[config.mk]
export PLATFORM = sky130hd
export DESIGN_NAME = serial_subtractor_ctrl
export DESIGN_NICKNAME = d
export VERILOG_FILES = /design/src/rtl/serial_subtractor_ctrl.sv
export SDC_FILE = /design/constraint.sdc
export NUM_CORES = 1
export LEC_CHECK = 0
export CORE_MARGIN = 4
export CORE_UTILIZATION = 28
export CTS_BUF_LIST = sky130_fd_sc_hd__clkbuf_4 sky130_fd_sc_hd__clkbuf_8
export DETAILED_ROUTE_END_ITERATION = 8
export HOLD_SLACK_MARGIN = 0.08
export PLACE_DENSITY = 0.47
export SLEW_MARGIN = 10
export SYNTH_ARGS = -nofsm -noshare
export SYNTH_HDL_FRONTEND = slang
export SYNTH_HIERARCHICAL = 1
export SYNTH_SLANG_ARGS = --single-unit
[constraint.sdc]
create_clock -name clk -period 1.5 [get_ports clk]
set_input_delay 0.375 -clock clk [delete_from_list [all_inputs] [get_ports clk]]
set_output_delay 0.375 -clock clk [all_outputs]
set_load 0.02 [all_outputs]
[src/rtl/serial_subtractor_ctrl.sv]
`default_nettype none
// ============================================================================
// Module   : serial_subtractor_ctrl (+ half_subtractor cell)
// Purpose  : Bit-serial unsigned a - b, one bit per clock, LSB first,
//            built on two half_subtractor cells and an OR gate.
// Revision : 1.0 - initial release
// ============================================================================

module half_subtractor (
    input  logic x,
    input  logic y,
    output logic d,
    output logic br
);
    assign d  = x ^ y;
    assign br = ~x & y;
endmodule

module serial_subtractor_ctrl #(
    parameter int WIDTH = 8
) (
    input  logic             clk,
    input  logic             rst_n,
    input  logic             start,
    input  logic [WIDTH-1:0] a,
    input  logic [WIDTH-1:0] b,
    output logic             busy,
    output logic             done,
    output logic [WIDTH-1:0] diff,
    output logic             borrow_out
);
    localparam int CW = $clog2(WIDTH) + 1;

    localparam logic [1:0]    c_ST_IDLE = 2'd0;
    localparam logic [1:0]    c_ST_RUN  = 2'd1;
    localparam logic [1:0]    c_ST_DONE = 2'd2;
    localparam logic [CW-1:0] c_LAST    = CW'(WIDTH - 1);

    logic [1:0]       r_state;
    logic [WIDTH-1:0] r_a;
    logic [WIDTH-1:0] r_b;
    logic [WIDTH-1:0] r_res;
    logic             r_bin;
    logic [CW-1:0]    r_cnt;
    logic [WIDTH-1:0] r_diff;
    logic             r_bout;

    logic             w_d1;
    logic             w_br1;
    logic             w_d;
    logic             w_br2;
    logic             w_bnext;
    logic [WIDTH-1:0] w_res_next;

    half_subtractor u_hs1 (.x(r_a[0]), .y(r_b[0]), .d(w_d1), .br(w_br1));
    half_subtractor u_hs2 (.x(w_d1),   .y(r_bin),  .d(w_d),  .br(w_br2));

    assign w_bnext = w_br1 | w_br2;

    // Result bits enter at the MSB so that after WIDTH shifts bit 0 sits at the LSB
    generate
        if (WIDTH == 1) begin : g_res_w1
            assign w_res_next = w_d;
        end else begin : g_res_wn
            assign w_res_next = {w_d, r_res[WIDTH-1:1]};
        end
    endgenerate

    always_ff @(posedge clk or negedge rst_n) begin
        if (!rst_n) begin
            r_state <= c_ST_IDLE;
            r_a     <= '0;
            r_b     <= '0;
            r_res   <= '0;
            r_bin   <= 1'b0;
            r_cnt   <= '0;
            r_diff  <= '0;
            r_bout  <= 1'b0;
        end else begin
            case (r_state)
                c_ST_IDLE: begin
                    if (start) begin
                        r_a     <= a;
                        r_b     <= b;
                        r_bin   <= 1'b0;
                        r_cnt   <= '0;
                        r_state <= c_ST_RUN;
                    end
                end
                c_ST_RUN: begin
                    r_a   <= r_a >> 1;
                    r_b   <= r_b >> 1;
                    r_res <= w_res_next;
                    r_bin <= w_bnext;
                    r_cnt <= r_cnt + CW'(1);
                    if (r_cnt == c_LAST) begin
                        r_diff  <= w_res_next;
                        r_bout  <= w_bnext;
                        r_state <= c_ST_DONE;
                    end
                end
                c_ST_DONE: r_state <= c_ST_IDLE;
                default:   r_state <= c_ST_IDLE;
            endcase
        end
    end

    assign busy       = (r_state != c_ST_IDLE);
    assign done       = (r_state == c_ST_DONE);
    assign diff       = r_diff;
    assign borrow_out = r_bout;

endmodule

`default_nettype wire

==> impl_metrics.toml, run 1 <==
[logic_synthesis]
yosys.area_share.simple = 0.0908
synth_fa_ha_area_frac = 0.0227
yosysSeqAreaShare = 0.590
synth_xor_area_frac = 0
synth_area_leaders = "dfrtp_1, mux2_2, a22oi_1"
avgSynthCellArea_um2 = 11.7
synth.top_cell.area_share = 0.590
synth_compound_area_frac = 0.140
synth_cell_types = 21
synth_area_leader_cell = "dfrtp_1"
synth_nets = 163
synth-seq-cells = 39
synthCells = 141
synth_mux_area_frac = 0.115
syn-cell-area_um2 = 1650
synth_top_family_by_area = "compound AO/OA/AOI/OAI gates"
yosysWarningCount = 6

[global_route]
use_met1 = 0.132
use_met3 = 0.0379
top_usage_layer = "met2"
antenna_found_initial = 0
grt_pass1_wl_um = 6000
grt-ovfl-total = 0
use_met2 = 0.165
grt_pass1_vias = 1266
grt_usage = 0.104
grt_max_degree = 40

[sta]
rsz0062_at_grt = "yes"
setup_viol = 1
hold_violations = 0
slew_headroom = 0.855
period_share = 1.00
finalSetupTns_ps = -1.65
slew_violations = 0
fin_skew_ps = 7.53
fin_ws_ps = -1.65
period_needed_ps = 1500
holdWs_ps = 485
clock.fmax_ghz = 0.666
tightest_slew_ps = 217

[clock_network]
cts_made_buffers = 5
clock-sinks = 39
root_buffer = "clkbuf_8"
clockBufferDepth = 2
htree_levels = 2
clkTransAtPathRegs_ps = 70
clkLatencyLatePin_ps = 280
cts_tree = "yes"

[worst_setup_path]
path_class = "register to primary output"
end_kind = "primary output"
worstReg2RegStart = "r_state[0]$_DFFE_PN0P_"
cp_slowest_cell = "dfrtp_1"
cp_data_arrival_time_ps = 1130
reg2reg_slack_ps = 20
cp_data_required_time_ps = 1120
cp-startpoint = "r_state[1]$_DFFE_PN0P_"
start_kind = "register"
path_cells = "buf_4 -> nor2_2 -> inv_1 -> buf_2"
crit_fanout = 3
slowest_delay_ps = 400

[finish]
layout_common_cells = "dfrtp_1, nand2_1, o21ai_0, clkdlybuf4s50_1, mux2_2"
diodes = 0
final_common_cell = "dfrtp_1"
area_growth_pct = 33.5
nets = 206
drive_gt1_frac = 0.254

[power_and_ir_drop]
p_leak_nw = 0.985
vdd_ir_drop_max_v = 0.000702
fin_total_pwr_w = 0.00433
cellPowerDensity_nw_per_um2 = 1960

[drt]
drt_iter0_markers = 59
postRouteAntennaNets = 0
first_pass_iters = 4
wirelength_um = 3530
vias = 1213
drc_errors = 0
viasPerCell = 4.72
wl_per_cell_um = 13.7

[worst_hold_path]
min_from = "r_b[4]$_DFFE_PN0P_"
hp-class = "register to register"

[die]
placementRows = 27
die_height_um = 84.9
core_um2 = 5610
ios = 30
die_x_um = 84.9
start_util = 0.295
die_area_um2 = 7200

[flow_run]
cap_violations = 0

[placed_design]
io_buffer_count = 29
place_congestion = 0.730
post-dp-hpwl_um = 2450

[status]
violations = "setup timing"
status = "finished, violations left"
[routing by layer]
layer | vias up | wire (µm)
met1 | 601 | 1680
met2 | 28 | 1630
li1 | 580 | -
met4 | 0 | 21
met5 | - | 0
met3 | 4 | 200
[critical path, delay by kind of cell (launching register included)]
kind,cells,cell delay (ps)
buffers and inverters,3,330
DFF,1,400
and+or+nand+nor,1,110
[what timing repair did]
| item | CTS | global route |
|---|---|---|
| gates resized for setup | 18 | 4 |
| buffers inserted | 1 | 0 |
| hold buffers | 1 | 0 |
| pin swaps | 0 | 0 |
| hold endpoints to repair | 39 | 0 |
| endpoints found under the setup margin | 19 | 14 |
[cell type report]
class | count | area (µm²)
clock buffers | 7 | 83.8
clock inverters | 1 | 5.00
fillers | 580 | 3400
inverters | 7 | 26.3
multi-input cells | 87 | 618
flip-flops and latches | 39 | 977
well taps | 72 | 90.1
repair buffers | 44 | 408
[cells by family after synthesis]
logic type,Yosys count
multiplexers,17
AND/OR/NAND/NOR,31
buffers and inverters,15
adder cells (fa/ha/maj),3
AO/OA/AOI/OAI,36
flip-flops,39
[synth_stat cells (all sizes together)]
cell type	number
dfrtp	39
nand2	19
o21ai	17
mux2	16
a22oi	14
inv	7
buf	5
nor2	4
clkbuf	3
ha	3
nand3	3
a32o	2
nor2b	2
a21oi	1
a22o	1
mux2i	1
nand2b	1
nor3	1
o21bai	1
or3	1
[power by group]
group / switching [W] / internal [W] / total [W]
registers: 0.000278 / 0.00151 / 0.00179
logic: 0.000916 / 0.000926 / 0.00184
clock network: 0.000333 / 0.000362 / 0.000696
total: 0.00153 / 0.00280 / 0.00433
[stage by stage]
step	cells	setup slack, ps	util	instance area (µm²)
global route	257	-60.6	0.394	2210
CTS	257	-120	0.394	2210
global placement	247	-110	0.376	2110
finish	257	-1.65	0.394	2210
floorplan	141	33.7	-	1650
detailed placement	247	-118	0.376	2110
[state kept, by name (all words and copies together), names as in the netlist]
signal,cells
r_state,2
diff,8
r_b,8
borrow_out,1
r_bin,1
r_res,7
r_a,8
r_cnt,4
[path summary, 6_finish.rpt]
| path | end | depth (start not counted) |
|---|---|---|
| worst max-delay path | busy | 4 |
| worst min-delay path | r_b[4]$_DFFE_PN0P_ | 2 |
| worst max register to register | diff[1]$_DFFE_PN0P_ | 5 |
| worst min register to register | r_b[4]$_DFFE_PN0P_ | 2 |
| max in group asynchronous | r_state[0]$_DFFE_PN0P_ | 3 |
| min in group asynchronous | r_a[7]$_DFFE_PN0P_ | 3 |
No activity file was read; power rests on OpenSTA's default activity.
==> inputs of run 2 (changes only) <==
DONT_BUFFER_PORTS = 1   (was default)
PLACE_DENSITY = 0.4   (was 0.47)
==> run 2 against run 1 <==
Against the previous run:
- the flow now finishes without violations
- hold slack got worse by 240 ps
- clock-buffer cell count fell by 1
- die area did not move
- core utilization fell by 2.7 points
- critical endpoint is now diff[2]$_DFFE_PN0P_
- via count fell by 8.2%
==> impl_metrics.toml, run 2 (synthesized netlist as in run 1, its figures left out) <==
[power_and_ir_drop]
combPwrFrac = 0.369
p_clk_frac = 0.199
cellPowerDensity_nw_per_um2 = 2210
fin_total_pwr_w = 0.00453
vdd_ir_drop_max_v = 0.000592
p_switching_w = 0.00160
p_int_w = 0.00293
p_leak_nw = 0.887
switching_share = 0.353
seqPwrFrac = 0.433

[clock_network]
clock-sinks = 39
root_buffer = "clkbuf_8"
cts_tree = "yes"
clockBufferDepth = 2
clkLatencyLatePin_ps = 290
htree_levels = 2
cts_made_buffers = 5
clkTransAtPathRegs_ps = 80

[die]
core_um2 = 5610
die_x_um = 84.9
placementRows = 27
die_area_um2 = 7200
start_util = 0.295
die_height_um = 84.9
ios = 30

[global_route]
grt_max_degree = 40
grt_usage = 0.105
use_met1 = 0.129
use_met2 = 0.162
antenna_found_initial = 0
grt-ovfl-total = 0
use_met3 = 0.0427
grt_pass1_vias = 1173
top_usage_layer = "met2"
grt_pass1_wl_um = 5910

[worst_setup_path]
cp_slowest_cell = "dfrtp_1"
cp_data_required_time_ps = 1670
slowest_delay_ps = 400
path_cells = "buf_6 -> nand2b_4 -> nor3_4 -> buf_12 -> mux2_2"
cp_data_arrival_time_ps = 1630
path_class = "register to register"
crit_fanout = 10
start_kind = "register"
end_kind = "register"

[sta]
hold_violations = 0
setup_viol = 0
tightest_slew_ps = 232
fin_ws_ps = 49.2
slew_headroom = 0.845
rsz0062_at_grt = "yes"
period_share = 0.967
fin_skew_ps = 4.58
clock.fmax_ghz = 0.689
slew_violations = 0
period_needed_ps = 1450

[placed_design]
pre_cts_ws_ps = 59.5
post-dp-hpwl_um = 2280
place_congestion = 0.685
placed_area_um2 = 1790
dp.cells = 215
io_buffer_count = 0

[drt]
drt_iter0_markers = 51
viasPerCell = 4.78
vias = 1114
wl_per_cell_um = 14.9
wirelength_um = 3480
first_pass_iters = 4
postRouteAntennaNets = 0
drc_errors = 0

[finish]
fin_cells = 233
seq_area_um2 = 976
nFillCells = 573
layout_common_cells = "dfrtp_1, nand2_1, o21ai_0, mux2_2, a22oi_1"
final_area_um2 = 2050
final_common_cell = "dfrtp_1"
nets = 182
drive_gt1_frac = 0.329
diodes = 0
multi_input_area_um2 = 648
area_growth_pct = 24.2

[worst_hold_path]
hp-class = "input pin to register"

[flow_run]
cap_violations = 0

[status]
status = "finished, final reports clean"
[run 2: changes by cell type in the layout (fill, tap and decap cells not counted), moves of 2 or more]
cell             delta
clkdlybuf4s50_1    -17
dlygate4sd2_1       -9
buf_6               +4
buf_2               -3
clkbuf_4            -2
ha_1                -2
inv_1               -2
inv_2               +2
[run 2: worst paths after layout]
kind | from | end | slack (ps) | cells after the start
max | r_state[1]$_DFFE_PN0P_ | diff[2]$_DFFE_PN0P_ | 50 | 5
min | start | r_b[7]$_DFFE_PN0P_ | 250 | 1
max reg2reg | r_state[1]$_DFFE_PN0P_ | diff[2]$_DFFE_PN0P_ | 50 | 5
min reg2reg | r_a[2]$_DFFE_PN0P_ | r_a[2]$_DFFE_PN0P_ | 490 | 2
max in group asynchronous | rst_n | r_a[1]$_DFFE_PN0P_ | 730 | 2
min in group asynchronous | rst_n | r_b[4]$_DFFE_PN0P_ | 550 | 2
[run 2: metrics by stage]
step	utilization	TNS [ps]	hold WS, ps
floorplan	-	0	79.4
global placement	0.319	0	80.5
detailed placement	0.319	0	80.5
CTS	0.354	0	238
global route	0.366	-202	241
finish	0.366	0	249
[run 2: per-layer routing]
layer  share of wire  vias to the layer above
met4           0.015                        0
met2            0.47                       24
met5               0                        -
met1            0.45                      557
li1                -                      528
met3           0.058                        5
[run 2: cell type report]
type	instances	share of cell area
Timing Repair Buffer	20	0.0956
Clock buffer	6	0.0402
Sequential cell	39	0.475
Clock inverter	2	0.0171
Inverter	7	0.0128
Tap cell	72	0.0438
Multi-Input combinational cell	87	0.315
[run 2: worst max-delay path, delay by kind of cell (launching register included)]
family	cells	cell delay (ps)
mux	1	330
flops	1	400
buf+inv	2	280
simple gates	2	340
[run 2: power groups by stage]
stage	sequential [W]	combinational, W	clock [W]
after floorplan	0.00188	0.00108	0
after global placement	0.00196	0.00138	0
after detailed placement	0.00198	0.00141	0
after CTS	0.00196	0.00156	0.000941
after global routing	0.00203	0.00189	0.000979
final	0.00196	0.00167	0.000900
[run 2: what timing repair did]
action	CTS	global route
resized for setup	5	11
endpoints found under the hold margin	39	0
pin swaps	0	2
setup buffers	5	3
hold buffers	2	0
gates cloned	0	0
endpoints found under the setup margin	2	14
==> inputs of run 3 (changes only) <==
--- a/config.mk
+++ b/config.mk
@@ -6,5 +6,4 @@
 export NUM_CORES = 1
 export LEC_CHECK = 0
-export CORE_MARGIN = 4
 export CORE_UTILIZATION = 28
 export CTS_BUF_LIST = sky130_fd_sc_hd__clkbuf_4 sky130_fd_sc_hd__clkbuf_8
==> constraint.sdc (replaced) <==
create_clock -name clk -period 1.5 [get_ports clk]
set_input_delay 0.375 -clock clk [delete_from_list [all_inputs] [get_ports clk]]
set_output_delay 0.375 -clock clk [all_outputs]
set_load 0.1 [all_outputs]
==> run 3 against run 2 <==
Against the previous run:
- the run now ends with setup timing left
- clock skew is 1.1 ps lower
- fmax is 6.8% lower
- sequential power is 8% lower
- via count is 3.1% higher
- largest power group is now combinational cells
- highest routed layer unchanged
==> impl_metrics.toml, run 3 (synthesized netlist as in run 1, its figures left out) <==
[sta]
period_needed_ps = 1560
holdWs_ps = 262
setup_viol = 2
finalSetupTns_ps = -109
fin_skew_ps = 3.52
tightest_slew_ps = 296
fin_ws_ps = -56.3
period_share = 1.04
slew_headroom = 0.803
clock.fmax_ghz = 0.643
hold_violations = 0
slew_violations = 0
rsz0062_at_grt = "yes"

[worst_setup_path]
cp_data_required_time_ps = 1120
cp_data_arrival_time_ps = 1180
crit_fanout = 4
path_class = "register to primary output"
start_kind = "register"
slowest_delay_ps = 450
cp_slowest_cell = "dfrtp_2"
reg2reg_slack_ps = 70
end_kind = "primary output"
path_cells = "buf_6 -> nor2b_4 -> buf_12"

[worst_hold_path]
hp-class = "input pin to register"

[drt]
drt_iter0_markers = 41
drc_errors = 0
viasPerCell = 4.73
vias = 1149
wirelength_um = 3440
first_pass_iters = 3
postRouteAntennaNets = 0
wl_per_cell_um = 14.2

[finish]
nets = 192
nFillCells = 569
layout_common_cells = "dfrtp_1, buf_4, nand2_1, o21ai_0, a22oi_1"
diodes = 0
final_area_um2 = 2160
area_growth_pct = 30.6
finish.utilization = 0.385
drive_gt1_frac = 0.368
final_common_cell = "dfrtp_1"

[power_and_ir_drop]
vdd_ir_drop_max_v = 0.00101
cellPowerDensity_nw_per_um2 = 2560
fin_total_pwr_w = 0.00553
p_leak_nw = 0.960

[global_route]
grt_usage = 0.121
grt_pass1_wl_um = 5730
grt-ovfl-total = 0
grt_pass1_vias = 1258
grt_max_degree = 40
antenna_found_initial = 0

[clock_network]
clock-sinks = 39
clkLatencyLatePin_ps = 280
clockBufferDepth = 2
cts_tree = "yes"
root_buffer = "clkbuf_8"
htree_levels = 2
cts_made_buffers = 5
clkTransAtPathRegs_ps = 70

[die]
placementRows = 27
die_height_um = 78.9
start_util = 0.295
ios = 30
die_x_um = 78.9
die_area_um2 = 6220
core_um2 = 5610

[placed_design]
io_buffer_count = 0
place_congestion = 0.761
placed_area_um2 = 1900
post-dp-hpwl_um = 2320

[flow_run]
cap_violations = 0

[status]
status = "finished, violations left"
violations = "setup timing"
## run 3: cell count changes in the layout (fill, tap and decap cells not counted), sizes merged
cell / previous run / this run
clkinv: 1 / 0
clkinvlp: 0 / 1
buf: 19 / 29
inv: 7 / 6
bufinv: 1 / 0
clkbuf: 6 / 8
## run 3: final timing paths
check                           cells past startpoint                      to                    from
worst max-delay path                                3                    done  r_state[0]$_DFFE_PN0P_
worst min-delay path                                1      r_a[7]$_DFFE_PN0P_                   start
worst max register to register                      5     diff[1]$_DFFE_PN0P_    r_cnt[1]$_DFFE_PN0P_
worst min register to register                      2      r_b[5]$_DFFE_PN0P_      r_b[5]$_DFFE_PN0P_
max in group asynchronous                           2  r_state[1]$_DFFE_PN0P_                   rst_n
min in group asynchronous                           2      r_a[5]$_DFFE_PN0P_                   rst_n
## run 3: layout make-up
cell class,count,area [µm²],share of cell area
Sequential cell,39,978,0.453
Tap cell,72,90.1,0.0417
Multi-Input combinational cell,87,677,0.313
Timing Repair Buffer,30,280,0.130
Inverter,7,30.0,0.0139
Clock buffer,8,104,0.0481
## run 3: routing by layer
metal	up-vias	global-route usage	wire, µm
met4	0	0.0545	75
met1	570	0.137	1410
li1	549	-	-
met2	24	0.203	1750
met5	-	0	0
met3	6	0.0471	205
## run 3: worst max-delay path: cells and delay by family, from the launching register on
family,cells,cell delay [ps]
buffers and inverters,2,320
DFF,1,450
and+or+nand+nor,1,130
## run 3: repair_timing
action / 4_1_cts / 5_1_grt
gates cloned: 0 / 0
setup buffers: 4 / 3
resized for setup: 4 / 16
endpoints found under the setup margin: 2 / 23
pin swaps: 0 / 4
hold endpoints to repair: 39 / 0
hold buffers: 2 / 0
## run 3: where the power goes
part	internal, W	switching [W]	total, W
clock network	0.000438	0.000342	0.000779
logic	0.00115	0.00180	0.00295
registers	0.00151	0.000294	0.00180
## run 3: stage by stage
stage          setup WS, ps  instances
2_1_floorplan         -64.4        141
3_3_place_gp           67.2        226
3_5_place_dp           47.8        226
4_1_cts               -68.4        240
5_1_grt                -108        243
6_report              -56.3        243
